**src/rtl/la_pkg.sv**
```systemverilog
// Shared types and defaults for the logic-analyser capture path.
package la_pkg;

    typedef enum logic [2:0] {
        IDLE  = 3'd0,
        PRE   = 3'd1,
        ARMED = 3'd2,
        POST  = 3'd3,
        DONE  = 3'd4
    } cap_state_t;

    localparam int unsigned ENTRIES_DEF = 384;
    localparam int unsigned ADDR_W_DEF  = 9;

endpackage

```
**src/rtl/capture_trig_ctrl_if.sv**
```systemverilog
// Host/decimator/trigger signals into the capture controller and RAM-side results out.
interface capture_trig_ctrl_if #(
    parameter int unsigned ADDR_W = 9
) ();

    logic              run;
    logic              clr_done;
    logic              wrt_smpl;
    logic              protTrig;
    logic              chTrig;
    logic [ADDR_W-1:0] trig_pos;
    logic              we;
    logic [ADDR_W-1:0] waddr;
    logic [ADDR_W-1:0] trig_addr;
    logic              armed;
    logic              triggered;
    logic              capture_done;

    modport master (
        output run, clr_done, wrt_smpl, protTrig, chTrig, trig_pos,
        input  we, waddr, trig_addr, armed, triggered, capture_done
    );

    modport slave (
        input  run, clr_done, wrt_smpl, protTrig, chTrig, trig_pos,
        output we, waddr, trig_addr, armed, triggered, capture_done
    );

endinterface

```
**src/rtl/capture_trig_ctrl_addr_cnt.sv**
```systemverilog
// Sample RAM write-address counter; wraps from ENTRIES-1 back to 0.
module capture_addr_cnt #(
    parameter int unsigned ENTRIES = 384,
    parameter int unsigned ADDR_W  = 9
) (
    input  logic              clk,
    input  logic              rst_n,
    input  logic              clr,
    input  logic              inc,
    output logic [ADDR_W-1:0] addr
);

    localparam logic [ADDR_W-1:0] LAST = ADDR_W'(ENTRIES - 1);

    always_ff @(posedge clk or negedge rst_n) begin
        if (!rst_n) begin
            addr <= '0;
        end else if (clr) begin
            addr <= '0;
        end else if (inc) begin
            addr <= (addr == LAST) ? '0 : addr + 1'b1;
        end
    end

endmodule

```
**src/rtl/capture_trig_ctrl.sv**
```systemverilog
// Capture sequencer: pre-trigger fill, arm, qualified trigger, post-fill, sticky done.
module capture_trig_ctrl
    import la_pkg::*;
#(
    parameter int unsigned ENTRIES = ENTRIES_DEF,
    parameter int unsigned ADDR_W  = ADDR_W_DEF
) (
    input logic                clk,
    input logic                rst_n,
    capture_trig_ctrl_if.slave bus
);

    // One extra bit so a count can reach ENTRIES even when ENTRIES == 2**ADDR_W.
    localparam int unsigned        CNT_W     = ADDR_W + 1;
    localparam logic [CNT_W-1:0]   ENTRIES_C = CNT_W'(ENTRIES);
    localparam logic [CNT_W-1:0]   ONE_C     = CNT_W'(1);

    cap_state_t        state_q, state_d;
    logic [CNT_W-1:0]  smpl_cnt_q, smpl_cnt_d;
    logic [CNT_W-1:0]  post_cnt_q, post_cnt_d;
    logic [ADDR_W-1:0] trig_addr_q, trig_addr_d;
    logic              armed_q, armed_d;
    logic              triggered_q, triggered_d;
    logic              done_q, done_d;

    logic [CNT_W-1:0]  trig_pos_w, tp, pre;
    logic [ADDR_W-1:0] addr;
    logic              addr_clr, we, trig, active;

    always_comb begin
        trig_pos_w = CNT_W'(bus.trig_pos);
        if (trig_pos_w == '0) begin
            tp = ONE_C;
        end else if (trig_pos_w > ENTRIES_C) begin
            tp = ENTRIES_C;
        end else begin
            tp = trig_pos_w;
        end
        pre = ENTRIES_C - tp;
    end

    assign trig   = bus.protTrig & bus.chTrig;
    assign active = (state_q == PRE) || (state_q == ARMED) || (state_q == POST);
    assign we     = bus.wrt_smpl & bus.run & active;

    capture_addr_cnt #(
        .ENTRIES (ENTRIES),
        .ADDR_W  (ADDR_W)
    ) u_addr_cnt (
        .clk   (clk),
        .rst_n (rst_n),
        .clr   (addr_clr),
        .inc   (we),
        .addr  (addr)
    );

    always_ff @(posedge clk or negedge rst_n) begin
        if (!rst_n) begin
            state_q     <= IDLE;
            smpl_cnt_q  <= '0;
            post_cnt_q  <= '0;
            trig_addr_q <= '0;
            armed_q     <= 1'b0;
            triggered_q <= 1'b0;
            done_q      <= 1'b0;
        end else begin
            state_q     <= state_d;
            smpl_cnt_q  <= smpl_cnt_d;
            post_cnt_q  <= post_cnt_d;
            trig_addr_q <= trig_addr_d;
            armed_q     <= armed_d;
            triggered_q <= triggered_d;
            done_q      <= done_d;
        end
    end

    always_comb begin
        state_d     = state_q;
        smpl_cnt_d  = smpl_cnt_q;
        post_cnt_d  = post_cnt_q;
        trig_addr_d = trig_addr_q;
        armed_d     = armed_q;
        triggered_d = triggered_q;
        done_d      = done_q;
        addr_clr    = 1'b0;

        if (bus.clr_done) begin
            done_d = 1'b0;
        end

        if (!bus.run) begin
            state_d     = IDLE;
            armed_d     = 1'b0;
            triggered_d = 1'b0;
        end else begin
            unique case (state_q)
                IDLE: begin
                    if (!done_q) begin
                        state_d    = PRE;
                        addr_clr   = 1'b1;
                        smpl_cnt_d = '0;
                        post_cnt_d = '0;
                    end
                end
                PRE: begin
                    if (we && smpl_cnt_q != ENTRIES_C) begin
                        smpl_cnt_d = smpl_cnt_q + ONE_C;
                    end
                    // Arm on the write that completes the pre-fill, not a cycle later.
                    if (smpl_cnt_d >= pre) begin
                        state_d = ARMED;
                        armed_d = 1'b1;
                    end
                end
                ARMED: begin
                    if (we && trig) begin
                        trig_addr_d = addr;
                        triggered_d = 1'b1;
                        post_cnt_d  = ONE_C;
                        if (tp == ONE_C) begin
                            state_d = DONE;
                            done_d  = 1'b1;
                        end else begin
                            state_d = POST;
                        end
                    end
                end
                POST: begin
                    if (we) begin
                        post_cnt_d = post_cnt_q + ONE_C;
                        // >= keeps the capture finite if trig_pos shrinks mid-capture.
                        if (post_cnt_d >= tp) begin
                            state_d = DONE;
                            done_d  = 1'b1;
                        end
                    end
                end
                DONE: begin
                    if (bus.clr_done) begin
                        state_d     = IDLE;
                        armed_d     = 1'b0;
                        triggered_d = 1'b0;
                    end
                end
                default: state_d = IDLE;
            endcase
        end
    end

    assign bus.we           = we;
    assign bus.waddr        = addr;
    assign bus.trig_addr    = trig_addr_q;
    assign bus.armed        = armed_q;
    assign bus.triggered    = triggered_q;
    assign bus.capture_done = done_q;

endmodule

```
**src/flat_wrapper.sv**
```systemverilog
// flat-port wrapper written by rule: the top's interface ports become plain ports
module capture_trig_ctrl_flat import la_pkg::*;
#(
    parameter int unsigned ENTRIES = ENTRIES_DEF,
    parameter int unsigned ADDR_W  = ADDR_W_DEF
)
  (clk, rst_n, bus_run, bus_clr_done, bus_wrt_smpl, bus_protTrig, bus_chTrig, bus_trig_pos, bus_we, bus_waddr, bus_trig_addr, bus_armed, bus_triggered, bus_capture_done);
  capture_trig_ctrl_if #(.ADDR_W(ADDR_W)) bus_i ();
  input logic clk;
  input logic rst_n;
  input wire logic [$bits(bus_i.run)-1:0] bus_run;
  input wire logic [$bits(bus_i.clr_done)-1:0] bus_clr_done;
  input wire logic [$bits(bus_i.wrt_smpl)-1:0] bus_wrt_smpl;
  input wire logic [$bits(bus_i.protTrig)-1:0] bus_protTrig;
  input wire logic [$bits(bus_i.chTrig)-1:0] bus_chTrig;
  input wire logic [$bits(bus_i.trig_pos)-1:0] bus_trig_pos;
  output wire logic [$bits(bus_i.we)-1:0] bus_we;
  output wire logic [$bits(bus_i.waddr)-1:0] bus_waddr;
  output wire logic [$bits(bus_i.trig_addr)-1:0] bus_trig_addr;
  output wire logic [$bits(bus_i.armed)-1:0] bus_armed;
  output wire logic [$bits(bus_i.triggered)-1:0] bus_triggered;
  output wire logic [$bits(bus_i.capture_done)-1:0] bus_capture_done;
  assign bus_i.run = bus_run;
  assign bus_i.clr_done = bus_clr_done;
  assign bus_i.wrt_smpl = bus_wrt_smpl;
  assign bus_i.protTrig = bus_protTrig;
  assign bus_i.chTrig = bus_chTrig;
  assign bus_i.trig_pos = bus_trig_pos;
  assign bus_we = bus_i.we;
  assign bus_waddr = bus_i.waddr;
  assign bus_trig_addr = bus_i.trig_addr;
  assign bus_armed = bus_i.armed;
  assign bus_triggered = bus_i.triggered;
  assign bus_capture_done = bus_i.capture_done;
  capture_trig_ctrl #(.ENTRIES(ENTRIES), .ADDR_W(ADDR_W)) u_core (.clk(clk), .rst_n(rst_n), .bus(bus_i));
endmodule
```
**config.mk**
```make
export PLATFORM = sky130hd
export DESIGN_NAME = capture_trig_ctrl_flat
export DESIGN_NICKNAME = d
export VERILOG_FILES = /design/src/rtl/la_pkg.sv /design/src/rtl/capture_trig_ctrl_if.sv /design/src/rtl/capture_trig_ctrl_addr_cnt.sv /design/src/rtl/capture_trig_ctrl.sv /design/src/flat_wrapper.sv
export SDC_FILE = /design/constraint.sdc
export NUM_CORES = 1
export LEC_CHECK = 0
export CORE_MARGIN = 5
export CORE_UTILIZATION = 45
export DETAILED_ROUTE_END_ITERATION = 7
export PLACE_DENSITY = 0.67
export SLEW_MARGIN = 10
export SYNTH_ARGS = -nofsm -noshare
export SYNTH_HDL_FRONTEND = slang
export SYNTH_HIERARCHICAL = 1
export SYNTH_SLANG_ARGS = --single-unit
```
**constraint.sdc**
```tcl
create_clock -name clk -period 4.2 [get_ports clk]
set_clock_uncertainty 0.05 [all_clocks]
set_input_delay 0.84 -clock clk [delete_from_list [all_inputs] [get_ports clk]]
set_output_delay 0.84 -clock clk [all_outputs]
set_load 0.02 [all_outputs]
```
==> results of run 1 <==
==> worst register-to-register path, stage by stage, from the launching register on <==
cell	delay, ps
dfrtp_1	600
nor2_8	100
or4b_4	610
nor3_4	280
nand3_2	130
xnor2_1	160
ha_1	310
nand4_1	110
nor3_2	210
a211oi_2	120
nor3_2	270
o21ai_0	170
o22a_1	200
==> path summary, 6_finish.rpt <==
path / from / to / slack (ps) / cells after the start
worst min-delay path: u_core/bus.trig_addr[8] / u_core/bus.trig_addr[8] / 460 / 1
min in group asynchronous: rst_n / u_core/smpl_cnt_q[7] / 650 / 1
max in group asynchronous: rst_n / u_core/post_cnt_q[1] / 2840 / 1
worst min register to register: u_core/bus.trig_addr[8] / u_core/bus.trig_addr[8] / 460 / 1
worst max-delay path: bus_trig_pos[0] / u_core/state_q[1] / 200 / 14
worst max register to register: u_core/state_q[0] / u_core/state_q[1] / 790 / 12
==> layout by cell type, fill, tap and decap left out, types with 6 or more instances in the layout <==
| master | count |
|---|---|
| nor3_1 | 6 |
| mux2_2 | 10 |
| ha_1 | 25 |
| nand2_1 | 44 |
| buf_4 | 20 |
| dfrtp_1 | 44 |
| inv_1 | 9 |
| clkbuf_8 | 6 |
| xnor2_1 | 11 |
| clkdlybuf4s50_1 | 36 |
| o21ai_0 | 32 |
| nor2_1 | 25 |
| a21oi_1 | 17 |
| xor2_1 | 11 |
| nand3_1 | 17 |
| and3_1 | 6 |
==> power by group through the flow <==
stage	Combinational (mW)	Sequential, mW	Clock [mW]
2_1_floorplan	0.391	0.552	0
3_5_place_dp	0.531	0.571	0
6_report	0.537	0.562	0.347
5_1_grt	0.611	0.573	0.377
3_3_place_gp	0.524	0.568	0
4_1_cts	0.534	0.563	0.357
==> what timing repair did <==
action,in CTS,in global routing
resized for setup,0,3
endpoints found under the setup margin,0,2
buffers inserted,0,0
==> flip-flops by register name, summed over array words and instances (netlist names) <==
name,cells
u_core/bus.armed,1
u_core/bus.capture_done,1
u_core/bus.trig_addr,9
u_core/bus.triggered,1
u_core/post_cnt_q,10
u_core/smpl_cnt_q,10
u_core/state_q,3
u_core/u_addr_cnt/addr,9
==> metrics by stage <==
step,hold slack [ps],power [mW],std cells
floorplan,440.5,0.9430,349
global placement,438.2,1.091,487
detailed placement,444.8,1.102,487
CTS,465.7,1.454,495
global route,483.8,1.560,495
finish,460.8,1.446,495
==> cells by family (layout without fill, tap and decap cells) <==
logic type / count (synthesis) / count (layout) / share of synthesized area, %
AOI/OAI and AO/OA: 89 / 89 / 17.79
xor gates and xnor gates: 22 / 22 / 6.116
adders and majority gates: 25 / 25 / 9.929
buffers and inverters: 24 / 74 / 4.368
DFF: 44 / 44 / 34.95
muxes: 11 / 11 / 3.892
other: 1 / 1 / 0.1190
and+or+nand+nor: 133 / 133 / 22.84
==> metal layers <==
metal | track usage (%) | part of all wire (%)
met1 | 23.58 | 47
met2 | 29.96 | 49
met3 | 3.045 | 3.6
met4 | 4.573 | 0.68
met5 | 0 | 0
==> cell type report <==
class	instances	area (um2)
Fill cell	617	2975
Clock buffer	6	82.58
Multi-Input combinational cell	281	1927
Timing Repair Buffer	57	515.5
Clock inverter	2	38.79
Inverter	9	33.78
Tap cell	96	120.1
Sequential cell	44	1101
==> out/qor.csv, run 1 <==
stage,metric,value,unit
critical_path,critical path capture point type,register,
critical_path,crit-path leading delay family,simple AND/OR/NAND/NOR gates,
critical_path,CP cell instances,clkdlybuf4s50_1 > or4_1 > nor2b_1 > a22o_1 > inv_1 > ha_1 > o22a_1 > ha_1 > nand4_1 > nor3_2 > a211oi_2 > nor3_2 > o21ai_0 > o22a_1,
clock_network,hold_buf cts,0,
floorplanning,Die Span X,93.67,um
layout,layout cells sized above 1,13.78,%
floorplanning,I/O pins,38,
route,Via Count,2695,
critical_path,critical path arrival,4140,ps
floorplanning,Die H,93.67,um
synth,post-synthesis cell area,3151,um2
synth,Synth area leader,dfrtp_1,
synth,sequential-to-total area share from yosys stat,34.95,%
clock_network,H-tree depth,2,
synth,Post-synth EDFFs,0,
sta,setup violators final,0,
clock_network,CTS tree,built,
route,drc violations,0,
floorplanning,row cnt,30,
layout,area delta synth->final,21.21,%
placement,RePlAce Congestion,0.8659,
power_and_ir_drop,maximum vdd drop,0.0002050,V
floorplanning,Die ar.,8774,um2
critical_path,crit-path max FO,7,
placement,Placed Area,3682,um2
critical_path,"Slowest-stage cell, CP",or4_1,
clock_network,Sink Count,44,
layout,Final Util,56.21,%
critical_path,WP data required,4340,ps
synth,Ys Warns,6,
power_and_ir_drop,sequential share of power,38.9,%
layout,Antenna diodes,0,
critical_path,Max stage delay on crit path,550,ps
power_and_ir_drop,switching portion of total power,37.72,%
power_and_ir_drop,cell-internal power,0.9009,mW
sta,Slew @ Worst Pin,984.3,ps
synth,Yosys cell types,59,
critical_path,Setup CP Type,in -> reg,
clock_network,clk buf depth,2,
clock_network,CTS root buf,clkbuf_8,
critical_path,Crit path buffers/inverters,2,
power_and_ir_drop,clock share of power,24.0,%
sta,fmax,0.2500,GHz
route,drt wl/cell,14.48,um
placement,port buffer count,37,
route,DR vias/cell,5.444,
global_route,vias in the first global route,2639,
sta,max-slew violations,0,
clock_network,CTS buffer count,5,
global_route,GRT Total Usage,17.75,%
synth,Async SR Flop Fraction,100.0,%
global_route,GRT overflow,0,
layout,NumNets Final,439,
sta,final setup margin,199.8,ps
synth,Synth Instances,349,
placement,pre-CTS setup slack,-177.4,ps
synth,"top cells by count, synth","dfrtp_1 (44), nand2_1 (44), o21ai_0 (32), ha_1 (25), nor2_1 (25)",
sta,total negative slack,0,ps
sta,Final Hold Fails,0,
placement,DP HPWL,5487,um
worst_hold_path,HP Class,reg -> reg,
route,DRT Pass-1 Iters,4,
clock_network,"Clk Latency, worst-skew pair",300,ps
sta,Slew headroom,34.38,%
floorplanning,Core ar.,6794,um2
synth,"flops & latches, synth",44,
synth,Avg Inst Size Synth,9.027,um2
floorplanning,Starting Density,46.37,%
power_and_ir_drop,pwr/cell area,378.8,nW/um2
status,status,"finished, final reports clean",
sta,final period utilization,95.24,%
synth,syn_nets,390,
global_route,first-pass GRT wire length,12480,um
global_route,initial antenna violation count,0,
run,Max Cap Violations,0,
route,final WL,7166,um
power_and_ir_drop,combinational power share,37.1,%
synth,most area-consuming cells after synthesis,"dfrtp_1 (35%), ha_1 (9.9%), nand2_1 (5.2%)",
critical_path,CP Launch Type,input pin,
route,DRT antenna net count,0,
power_and_ir_drop,Leak,1.739,nW
layout,Final Instance Area,3819,um2
synth,share of the synthesized area in the top cell type,34.95,%
power_and_ir_drop,Net Switching,0.5455,mW
global_route,largest net degree at the start of global routing,45,
sta,min cycle time layout,4000,ps
synth,ys flop type,dfrtp_1,
clock_network,Worst-path clk slew,90,ps
route,number of DRC markers in iteration 0,126,
No activity file was read; power rests on OpenSTA's default activity.
==> inputs of run 2 (changes only) <==
--- a/config.mk
+++ b/config.mk
@@ -6,9 +6,9 @@
 export NUM_CORES = 1
 export LEC_CHECK = 0
 export CORE_MARGIN = 5
-export CORE_UTILIZATION = 45
+export CORE_UTILIZATION = 56
 export DETAILED_ROUTE_END_ITERATION = 7
-export PLACE_DENSITY = 0.67
+export PLACE_DENSITY = 0.8
 export SLEW_MARGIN = 10
 export SYNTH_ARGS = -nofsm -noshare
 export SYNTH_HDL_FRONTEND = slang
==> constraint.sdc (replaced) <==
create_clock -name clk -period 4.2 [get_ports clk]
set_clock_uncertainty 0.05 [all_clocks]
set_input_delay 0.42 -clock clk [delete_from_list [all_inputs] [get_ports clk]]
set_output_delay 0.42 -clock clk [all_outputs]
set_load 0.02 [all_outputs]
==> run 2 against run 1 <==
Against the previous run: worst hold slack worse by 230 ps; global-route usage grew 2.4 points; cell area is 5.2% lower; cell count is 8.1% lower; fmax increased by 2.7%; core utilization up 10 points; sequential share of layout area increased by 1.6 points; combinational power fell by 2%; routed wire length fell by 1.5%; worst setup slack improved by 110 ps; non-clock buffer count shrank 15; register-to-register slack worse by 140 ps.
==> out/qor.csv, run 2 (synthesized netlist as in run 1, its figures left out) <==
stage,metric,value,unit,change
status,status,"finished, final reports clean",,unchanged
sta,final period utilization,92.74,%,was 95.24%
floorplanning,Starting Density,57.57,%,was 46.37%
clock_network,Post-CTS Setup Bufs,0,,unchanged
power_and_ir_drop,Leak,1.640,nW,was 1.739 nW
route,DRT Pass-1 Iters,4,,unchanged
floorplanning,row cnt,27,,was 30
floorplanning,Die ar.,7226,um2,was 8774 um2
critical_path,critical path arrival,4020,ps,was 4140 ps
floorplanning,Core ar.,5473,um2,was 6794 um2
global_route,first-pass GRT wire length,12090,um,was 12480 um
global_route,largest net degree at the start of global routing,45,,unchanged
critical_path,WP data required,4330,ps,was 4340 ps
critical_path,crit-path max FO,7,,unchanged
clock_network,CTS buffer count,5,,unchanged
clock_network,Worst-path clk slew,80,ps,was 90 ps
route,DR vias/cell,6.011,,was 5.444
layout,biggest regs,"u_core/post_cnt_q: 10 flops, u_core/smpl_cnt_q: 10 flops",,unchanged
global_route,vias in the first global route,2509,,was 2639
floorplanning,I/O pins,38,,unchanged
layout,"commonest non-fill, non-tap cells in the layout","nand2_1 (44), dfrtp_1 (44), clkdlybuf4s50_1 (36), o21ai_0 (32)",,unchanged
floorplanning,Die Span X,85.01,um,was 93.67 um
floorplanning,Die H,85.01,um,was 93.67 um
route,Via Count,2735,,was 2695
clock_network,CTS resizes,0,,unchanged
critical_path,CP Launch Type,input pin,,unchanged
sta,Final Hold Fails,0,,unchanged
layout,area delta synth->final,14.93,%,was 21.21%
clock_network,hold_buf cts,0,,unchanged
route,final WL,7062,um,was 7166 um
route,drt wl/cell,15.52,um,was 14.48 um
sta,Worst Hold Slack,228.2,ps,was 460.8 ps
route,number of DRC markers in iteration 0,209,,was 126
route,DRT antenna net count,0,,unchanged
sta,final setup margin,304.9,ps,was 199.8 ps
layout,layout cells sized above 1,9.399,%,was 13.78%
route,drc violations,0,,unchanged
clock_network,H-tree depth,2,,unchanged
sta,setup violators final,0,,unchanged
placement,RePlAce Congestion,0.9052,,was 0.8659
sta,min cycle time layout,3895,ps,was 4000 ps
sta,Slew headroom,36.01,%,was 34.38%
global_route,GRT Total Usage,20.15,%,was 17.75%
critical_path,Setup CP Type,in -> reg,,unchanged
clock_network,CTS tree,built,,unchanged
critical_path,critical path capture point type,register,,unchanged
sta,RSZ-0062 raised after global routing,false,,
placement,DP HPWL,5372,um,was 5487 um
run,Max Cap Violations,0,,unchanged
clock_network,Sink Count,44,,unchanged
global_route,initial antenna violation count,0,,unchanged
sta,max-slew violations,0,,unchanged
clock_network,"Clk Latency, worst-skew pair",290,ps,was 300 ps
worst_hold_path,HP Class,in -> async,,was reg -> reg
global_route,GRT overflow,0,,unchanged
sta,Slew @ Worst Pin,959.8,ps,was 984.3 ps
layout,NumNets Final,424,,was 439
layout,Antenna diodes,0,,unchanged
power_and_ir_drop,pwr/cell area,371.3,nW/um2,was 378.8 nW/um2
clock_network,clk buf depth,2,,unchanged
placement,pre-CTS setup slack,85.03,ps,was -177.4 ps
sta,total negative slack,0,ps,unchanged
power_and_ir_drop,maximum vdd drop,0.0001871,V,was 0.0002050 V
clock_network,CTS root buf,clkbuf_8,,unchanged
sta,fmax,0.2567,GHz,was 0.2500 GHz
placement,port buffer count,37,,unchanged
-- run 2: cell types whose count changed in the layout (fill, tap and decap cells not counted), sizes merged --
cell / before / now
clkinvlp: 0 / 1
buf: 21 / 6
bufinv: 1 / 0
clkbuf: 6 / 5
-- run 2: area by class of cell --
type | count | area (um2)
clock buffer | 5 | 68.82
clock inverter | 2 | 12.51
fill | 456 | 1852
inverter | 9 | 33.78
multi-input combinational | 281 | 1912
sequential | 44 | 1101
tap | 72 | 90.09
timing repair buffer | 42 | 402.9
-- run 2: layer usage --
metal	vias up	GRT usage, %	part of all wire (%)
li1	1342	-	-
met1	1296	29.70	48
met2	89	31.43	46
met3	8	2.816	5.3
met4	0	4.460	0.95
met5	-	0	0
-- run 2: critical path: stages --
cell	delay [ps]
clkdlybuf4s50_1	470
or4_1	550
nor2b_1	210
a22o_1	260
inv_1	80
ha_1	290
o22a_1	240
ha_1	300
nand4_1	120
nor3_1	200
a211oi_1	120
nor3_1	330
o21ai_0	200
o22a_1	220
-- run 2: final timing paths --
path,startpoint,endpoint,slack [ps],cells past startpoint
worst max-delay path,bus_trig_pos[2],u_core/state_q[1],300,14
worst min register to register,u_core/bus.trig_addr[3],u_core/bus.trig_addr[3],460,1
worst min-delay path,rst_n,u_core/bus.trig_addr[3],230,1
max in group asynchronous,rst_n,u_core/state_q[1],3290,1
min in group clk,u_core/bus.trig_addr[3],u_core/bus.trig_addr[3],460,1
worst max register to register,u_core/state_q[0],u_core/state_q[1],650,12
-- run 2: power by group --
group,total (mW),internal [mW],switching [mW]
clock network,0.254,0.113,0.141
registers,0.564,0.474,0.0900
logic,0.526,0.222,0.305
-- run 2: through the flow --
step / instances / total power, mW / util (%) / area [um2]
after global placement: 448 / 1.072 / 64.68 / 3540
after floorplan: 349 / 0.9430 / - / 3151
final: 455 / 1.344 / 66.16 / 3621
after detailed placement: 448 / 1.090 / 64.68 / 3540
after global routing: 455 / 1.446 / 66.16 / 3621
after CTS: 455 / 1.347 / 66.16 / 3621
